===== config.mk =====
export PLATFORM = sky130hd
export DESIGN_NAME = uart_rx_fsm
export DESIGN_NICKNAME = d
export VERILOG_FILES = /design/src/rtl/uart_rx_fsm.sv
export SDC_FILE = /design/constraint.sdc
export NUM_CORES = 1
export LEC_CHECK = 0
export BUFFER_PORTS_ARGS = -buffer_cell sky130_fd_sc_hd__buf_2
export CAP_MARGIN = 15
export CORE_ASPECT_RATIO = 1.4
export CORE_MARGIN = 1
export CORE_UTILIZATION = 45
export CTS_CLUSTER_DIAMETER = 30
export DETAILED_ROUTE_END_ITERATION = 7
export SYNTH_ARGS = -nofsm -noshare
export SYNTH_HDL_FRONTEND = slang
export SYNTH_SLANG_ARGS = --single-unit

===== constraint.sdc =====
create_clock -name i_clk -period 5.5 [get_ports i_clk]
set_clock_uncertainty 0.05 [all_clocks]
set_input_delay 0.275 -clock i_clk [delete_from_list [all_inputs] [get_ports i_clk]]
set_output_delay 0.275 -clock i_clk [all_outputs]
set_load 0.03 [all_outputs]

===== src/rtl/uart_rx_fsm.sv =====
// -----------------------------------------------------------------------------
// uart_rx_fsm -- receive-side UART controller.
//
// Oversamples the serial line, validates the start bit at its centre, then
// captures 5..9 data bits LSB first and checks the stop bit. A completed frame
// is presented on o_data with a one-cycle o_valid pulse and a framing-error
// flag. The word length is latched when the start bit is detected.
//
// Optional build macro: UART_RX_MAJORITY_EN
//   defined   -> each data/stop bit is the 2-of-3 majority of the samples taken
//                at ticks OVERSAMPLE-3, OVERSAMPLE-2 and OVERSAMPLE-1
//   undefined -> single sample at tick OVERSAMPLE-1
//
// Ports:
//   i_clk          system clock
//   i_rst          asynchronous active-high reset
//   i_en           receiver enable (gates start detection only)
//   i_sample_tick  one-cycle pulse at OVERSAMPLE x baud rate
//   i_rx           asynchronous serial input, idle high
//   i_size         word length (uart_5..uart_9)
//   o_data         received word, right-justified, unused upper bits 0
//   o_valid        one-cycle pulse when a frame completes
//   o_frame_err    qualified by o_valid: stop bit sampled low
//   o_busy         high whenever the receiver is not idle
// -----------------------------------------------------------------------------

package types;
  typedef enum logic [2:0] {
    uart_5 = 3'd0,
    uart_6 = 3'd1,
    uart_7 = 3'd2,
    uart_8 = 3'd3,
    uart_9 = 3'd4
  } uart_size;
endpackage

module uart_rx_fsm #(
  parameter int OVERSAMPLE = 16
) (
  input  logic           i_clk,
  input  logic           i_rst,
  input  logic           i_en,
  input  logic           i_sample_tick,
  input  logic           i_rx,
  input  types::uart_size i_size,
  output logic [8:0]     o_data,
  output logic           o_valid,
  output logic           o_frame_err,
  output logic           o_busy
);

  localparam int TW = $clog2(OVERSAMPLE);
  localparam logic [TW-1:0] TICK_HALF = TW'(OVERSAMPLE / 2 - 1);
  localparam logic [TW-1:0] TICK_LAST = TW'(OVERSAMPLE - 1);

  typedef enum logic [1:0] {
    ST_IDLE  = 2'd0,
    ST_START = 2'd1,
    ST_DATA  = 2'd2,
    ST_STOP  = 2'd3
  } state_t;

  // Highest data bit index for each word length; unknown encodings give 1 bit.
  function automatic logic [3:0] size_to_max(input types::uart_size sz);
    logic [3:0] m;
    case (sz)
      types::uart_5: m = 4'd4;
      types::uart_6: m = 4'd5;
      types::uart_7: m = 4'd6;
      types::uart_8: m = 4'd7;
      types::uart_9: m = 4'd8;
      default:       m = 4'd0;
    endcase
    return m;
  endfunction

  // Two-of-three majority vote.
  function automatic logic maj3(input logic a, input logic b, input logic c);
    return (a & b) | (a & c) | (b & c);
  endfunction

  logic          rx_meta_r;
  logic          rx_sync_r;
  logic          rx_prev_r;
  logic          fall_s;
  logic          bit_s;
  state_t        state_r;
  logic [TW-1:0] tick_r;
  logic [3:0]    index_r;
  logic [3:0]    max_r;
  logic [8:0]    shift_r;

  // Two-flop synchroniser plus one delay flop for falling-edge detection.
  always_ff @(posedge i_clk or posedge i_rst) begin
    if (i_rst) begin
      rx_meta_r <= 1'b1;
      rx_sync_r <= 1'b1;
      rx_prev_r <= 1'b1;
    end else begin
      rx_meta_r <= i_rx;
      rx_sync_r <= rx_meta_r;
      rx_prev_r <= rx_sync_r;
    end
  end

  assign fall_s = rx_prev_r & ~rx_sync_r;

`ifdef UART_RX_MAJORITY_EN
  localparam logic [TW-1:0] TICK_M3 = TW'(OVERSAMPLE - 3);
  localparam logic [TW-1:0] TICK_M2 = TW'(OVERSAMPLE - 2);

  logic [1:0] hist_r;

  // Capture the two earlier votes of each data/stop bit ([1] oldest).
  always_ff @(posedge i_clk or posedge i_rst) begin
    if (i_rst) begin
      hist_r <= 2'b11;
    end else if (i_sample_tick && ((state_r == ST_DATA) || (state_r == ST_STOP))) begin
      if (tick_r == TICK_M3) begin
        hist_r[1] <= rx_sync_r;
      end else if (tick_r == TICK_M2) begin
        hist_r[0] <= rx_sync_r;
      end else begin
        hist_r <= hist_r;
      end
    end else begin
      hist_r <= hist_r;
    end
  end

  // Bit decision is the majority of the two stored votes and the current one.
  always_comb begin
    bit_s = maj3(hist_r[1], hist_r[0], rx_sync_r);
  end
`else
  // Bit decision is the single centre sample.
  always_comb begin
    bit_s = rx_sync_r;
  end
`endif

  // Receive state machine with registered outputs; tick counter clears on
  // every state change so each phase measures from its own entry.
  always_ff @(posedge i_clk or posedge i_rst) begin
    if (i_rst) begin
      state_r     <= ST_IDLE;
      tick_r      <= '0;
      index_r     <= 4'd0;
      max_r       <= 4'd0;
      shift_r     <= 9'd0;
      o_data      <= 9'd0;
      o_valid     <= 1'b0;
      o_frame_err <= 1'b0;
      o_busy      <= 1'b0;
    end else begin
      o_valid <= 1'b0;
      case (state_r)
        ST_IDLE: begin
          tick_r <= '0;
          // Only an edge starts a frame, so a line held low is ignored.
          if (fall_s && i_en) begin
            state_r <= ST_START;
            o_busy  <= 1'b1;
            shift_r <= 9'd0;
            index_r <= 4'd0;
            max_r   <= size_to_max(i_size);
          end else begin
            o_busy <= 1'b0;
          end
        end

        ST_START: begin
          if (i_sample_tick) begin
            if (tick_r == TICK_HALF) begin
              tick_r <= '0;
              if (!rx_sync_r) begin
                state_r <= ST_DATA;
                index_r <= 4'd0;
              end else begin
                // Line back high at mid start bit: treat as a glitch.
                state_r <= ST_IDLE;
                o_busy  <= 1'b0;
              end
            end else begin
              tick_r <= tick_r + TW'(1);
            end
          end else begin
            tick_r <= tick_r;
          end
        end

        ST_DATA: begin
          if (i_sample_tick) begin
            if (tick_r == TICK_LAST) begin
              tick_r           <= '0;
              shift_r[index_r] <= bit_s;
              if (index_r == max_r) begin
                state_r <= ST_STOP;
              end else begin
                index_r <= index_r + 4'd1;
              end
            end else begin
              tick_r <= tick_r + TW'(1);
            end
          end else begin
            tick_r <= tick_r;
          end
        end

        ST_STOP: begin
          if (i_sample_tick) begin
            if (tick_r == TICK_LAST) begin
              // Deciding at stop-bit centre leaves half a bit to re-arm for
              // a back-to-back start edge.
              tick_r      <= '0;
              state_r     <= ST_IDLE;
              o_busy      <= 1'b0;
              o_valid     <= 1'b1;
              o_data      <= shift_r;
              o_frame_err <= ~bit_s;
            end else begin
              tick_r <= tick_r + TW'(1);
            end
          end else begin
            tick_r <= tick_r;
          end
        end

        default: begin
          state_r <= ST_IDLE;
          tick_r  <= '0;
          o_busy  <= 1'b0;
        end
      endcase
    end
  end

endmodule

# Word level (Yosys, flattened, before mapping)
# Index checks and enable logic that the tools add are counted.
[classes]
n_eq_ne = 22
n_bitwise = 2
mux = 41
n_addsub = 2
magnitude_cmp = 2
n_reduce_logical = 15
[ops]
columns = ["operator", "count"]
rows = [
  ["2-to-1 mux 4 bit", 11],
  ["2-to-1 mux 9 bit", 3],
  ["one-hot mux 4 bit (3 select lines)", 2],
  ["!= test 2 bit (second input constant)", 11],
  ["one-hot mux 4 bit (5 select lines)", 1],
  ["2-to-1 mux 2 bit", 9],
  ["one-hot mux 9 bit (2 select lines)", 1],
  ["AND reduction 8 bit", 2],
  ["2-to-1 mux 1 bit", 10],
  ["bitwise mux 9 bit", 1],
  ["adder 4 x 1 -> 4 bit (second input constant)", 2],
  ["one-hot mux 2 bit (4 select lines)", 1],
  ["== test 3 x 2 -> 1 bit (second input constant)", 2],
  ["AND reduction 6 bit", 1],
  ["nonzero test 3 bit", 2],
  ["< comparator 4 x 5 -> 1 bit (second input constant)", 1],
  ["demux 1 bit (select 4 bit)", 1],
  ["== test 2 bit (second input constant)", 2],
  ["== test 4 x 3 -> 1 bit (second input constant)", 1],
  ["== test 4 bit", 1],
  ["== test 4 bit (second input constant)", 1],
  [">= comparator 4 x 1 -> 1 bit (second input constant)", 1],
  ["AND reduction 2 bit", 2],
  ["AND reduction 4 bit", 1],
  ["other kinds (13)", 14],
]
[word_totals]
word_cells = 96
output_inout_bits = 12
register_bits = 38

# Logic depth before layout (Yosys ltp)
[logic_depth]
ltp_word = 8
depth_mapped = 7
ltp_nobuf = 6

# Worst setup path after synthesis
# Ideal clock, no wire load.
[synth_timing]
path_kind = "reg-to-reg"
from = "register tick_r[0]"
to = "register o_data[0]"
setup_time_ps = 125
t_arrival_ps = 1597
n_path_buf = 1
slack_ps = 3728
stages_incl_launch_ff = 7
required_time_ps = 5325
path_cell_list = "dfrtp_1 > ha_1 > and3_2 > nand2_1 > nor2_1 > buf_4 > mux2_2"
[synth_via]
elab_chain_len = 2
[synth_rtl]
columns = ["element", "line_no", "text"]
rows = [
  ["start, declared", "88", "logic [TW-1:0] tick_r;"],
  ["start signal, assigned", "185", "tick_r <= tick_r + TW'(1);"],
  ["start signal, assigned", "188", "tick_r <= tick_r;"],
  ["start signal, assigned", "203", "tick_r <= tick_r + TW'(1);"],
  ["== test 4 bit", "212", "if (tick_r == TICK_LAST) begin"],
  ["AND reduction 3 bit (no source line)", "n/a", ""],
  ["end signal, assigned", "219", "o_data <= shift_r;"],
  ["end, declared", "46", "output logic [8:0] o_data,"],
]
# No other way between the ends.
# A chain may end at the register's enable or synchronous reset.

==> qor.yml <==
global_route:
  grt_remaining_overflow: 0
  grt_max_degree: 39
  grt_pass1_vias: 1349
  antenna_found_initial: 0
  grt_usage: 0.170
  grt_pass1_wl_um: 5920
pwr:
  ir_drop_mv: 0.216
  p_per_area_nw_per_um2: 379
  power.leakage_nw: 0.949
  p_total_w: 0.000789
floorplan:
  core_um2: 3990
  start_util: 0.479
  die_w_um: 57.0
  row_count: 27
  io-pin-count: 20
  die-height_um: 79.0
  dieArea_um2: 4510
placed_design:
  io_buffers: 19
  pre_cts_ws_ps: 3190
  dpl.hpwl_um: 2490
  gp_congestion: 0.771
clocking:
  cts_root_buffer: "clkbuf_8"
  cts_sinks: 38
  cts.clk_slew.worst_paths_ps: 70
  cts_setup_buffers: 0
  htree_levels: 2
  cts_buffers: 5
  cts_resized: 0
  clk_path_buf_depth: 2
  holdBufCountCts: 0
  cts_tree: "done"
  clkLatencyLatePin_ps: 290
setup_path:
  path_class: "flop to flop"
  critical_path_required_ps: 5620
  end_kind: "flop"
  arrival_ps: 2420
  crit_path_start_kind: "flop"
  path_max_fanout: 26
yosys:
  synth_top_cell_by_area: "dfrtp_1"
  avgSynthCellArea_um2: 10.5
  synth_top_area_frac: 0.459
  synth.net_count: 195
  async_flop_share: 1.00
  synth_edf_count: 0
  synth_area_um2: 1910
  yosys_warnings: 0
  synth_cell_type_count: 43
  synthFlopType: "dfrtp_1"
  yosysSeqAreaShare: 0.500
  ys_top_cells_by_area: "dfrtp_1 46%, nand2_1 6.5%, mux2_2 5.9%"
  ys_ff_latch: 38
  synthCells: 182
timing:
  relSlewSlack: 0.330
  slew_viol_final: 0
  period_needed_ps: 2290
  tightest_slew_ps: 996
  finalSetupTns_ps: 0
  finalHoldViolCount: 0
  min_period_over_period: 0.417
  timing.fmax_mhz: 436
  setup_ws_ps: 3210
  rsz0062_at_grt: "false"
  finalSetupViolCount: 0
final_layout:
  fill_cells: 379
  antenna_cells: 0
  syn_to_final_growth_pct: 8.98
  final_layout_size_suffix_gt1_frac: 0.234
  nets: 213
  regArea_um2: 955
  multi_input_comb_area_um2: 851
detailed_routing:
  first_pass_iters: 8
  ant_nets: 0
  wire_per_inst_um: 14.2
  vias_per_cell: 5.60
  drt_iter0_drc: 61
  postRouteWirelength_um: 3470
  drcViolationCount: 4
  via_count: 1367
status:
  status: "finished with violations"
  failed_checks: "design-rule violations"
hold_path:
  hp-class: "input pin to flop"
job:
  max_cap_viol_count: 0
[sequential cells by signal, summed over array words and instances (netlist names), named ones only]
name         cells
state_r          1
o_data           9
tick_r           4
rx_prev_r        1
shift_r          9
o_frame_err      1
index_r          4
o_valid          1
o_busy           1
rx_meta_r        1
bit_s            1
max_r            4
[synthesized netlist by cell type, types with 2 or more instances]
| cell | number |
|---|---|
| dfrtp_1 | 35 |
| nand2_1 | 33 |
| nor2_1 | 13 |
| mux2_2 | 10 |
| a21oi_1 | 9 |
| a22o_1 | 9 |
| inv_1 | 7 |
| nand3_1 | 6 |
| ha_1 | 5 |
| o21ai_0 | 5 |
| xnor2_1 | 5 |
| buf_6 | 4 |
| buf_4 | 3 |
| dfstp_2 | 3 |
| nand3b_1 | 3 |
| nand4_1 | 3 |
| mux2i_1 | 2 |
| o31ai_1 | 2 |
[cell families after synthesis]
| logic type | share of synthesized area |
|---|---|
| XOR/XNOR | 0.0275 |
| buffers and inverters | 0.0538 |
| AND/OR/NAND/NOR | 0.190 |
| adder cells (fa/ha/maj) | 0.0328 |
| multiplexers | 0.0695 |
| AO/OA/AOI/OAI | 0.127 |
| flip-flops | 0.500 |
[per-layer routing]
layer	GRT usage	wire length, µm	vias up
met5	0	0	-
met3	0.0440	130	6
met1	0.179	1400	660
li1	-	-	667
met2	0.311	1880	34
met4	0.0805	57	0
[through the flow]
step | cells | cell area, µm² | utilization | hold WS, ps
CTS | 244 | 2080 | 0.522 | 18.4
detailed placement | 236 | 1990 | 0.499 | 301
global placement | 236 | 1990 | 0.499 | 296
floorplan | 182 | 1910 | - | 229
finish | 244 | 2080 | 0.522 | 27.4
global route | 244 | 2080 | 0.522 | 15.0
[area by class of cell]
class,count,share of cell area
Clock buffer,7,0.0415
Inverter,7,0.0126
Timing Repair Buffer,20,0.0493
Sequential cell,38,0.459
Clock inverter,1,0.00241
Multi-Input combinational cell,128,0.409
Tap cell,43,0.0259
[placed cells by master, fill, tap and decap left out, types with 2 or more instances in the layout]
cell,instances
nand4_1,3
dfrtp_1,35
mux2_2,10
nand3_1,6
inv_1,7
nand2_1,33
dfstp_2,3
ha_1,5
o21ai_0,5
xnor2_1,5
a22o_1,9
clkbuf_8,6
nand3b_1,3
a21oi_1,9
nor2_1,13
o31ai_1,2
buf_2,19
mux2i_1,2
[critical path: stages (launching register included)]
cell and delay (ps):
dfrtp_1 860, nand2_1 140, nor2_1 710, mux2_2 420
[report_power, final]
| group | total (W) | switching, W | internal, W | leakage [nW] |
|---|---|---|---|---|
| registers | 0.000399 | 0.0000765 | 0.000322 | 0.500 |
| logic | 0.000197 | 0.000112 | 0.0000858 | 0.400 |
| clock network | 0.000193 | 0.0000920 | 0.000101 | 0.0482 |
[final timing paths]
check | startpoint | slack (ps) | cells past startpoint | end
worst max-delay path | flop | 3210 | 3 | o_data[3]
worst min-delay path | i_rx | 30 | 1 | rx_meta_r
worst max register to register | flop | 3210 | 3 | o_data[3]
worst min register to register | rx_meta_r | 310 | 0 | bit_s
max in group asynchronous | i_rst | 5010 | 3 | rx_meta_r
min in group asynchronous | i_rst | 40 | 3 | o_valid
Note: power is estimated with default switching activity, not from simulation.
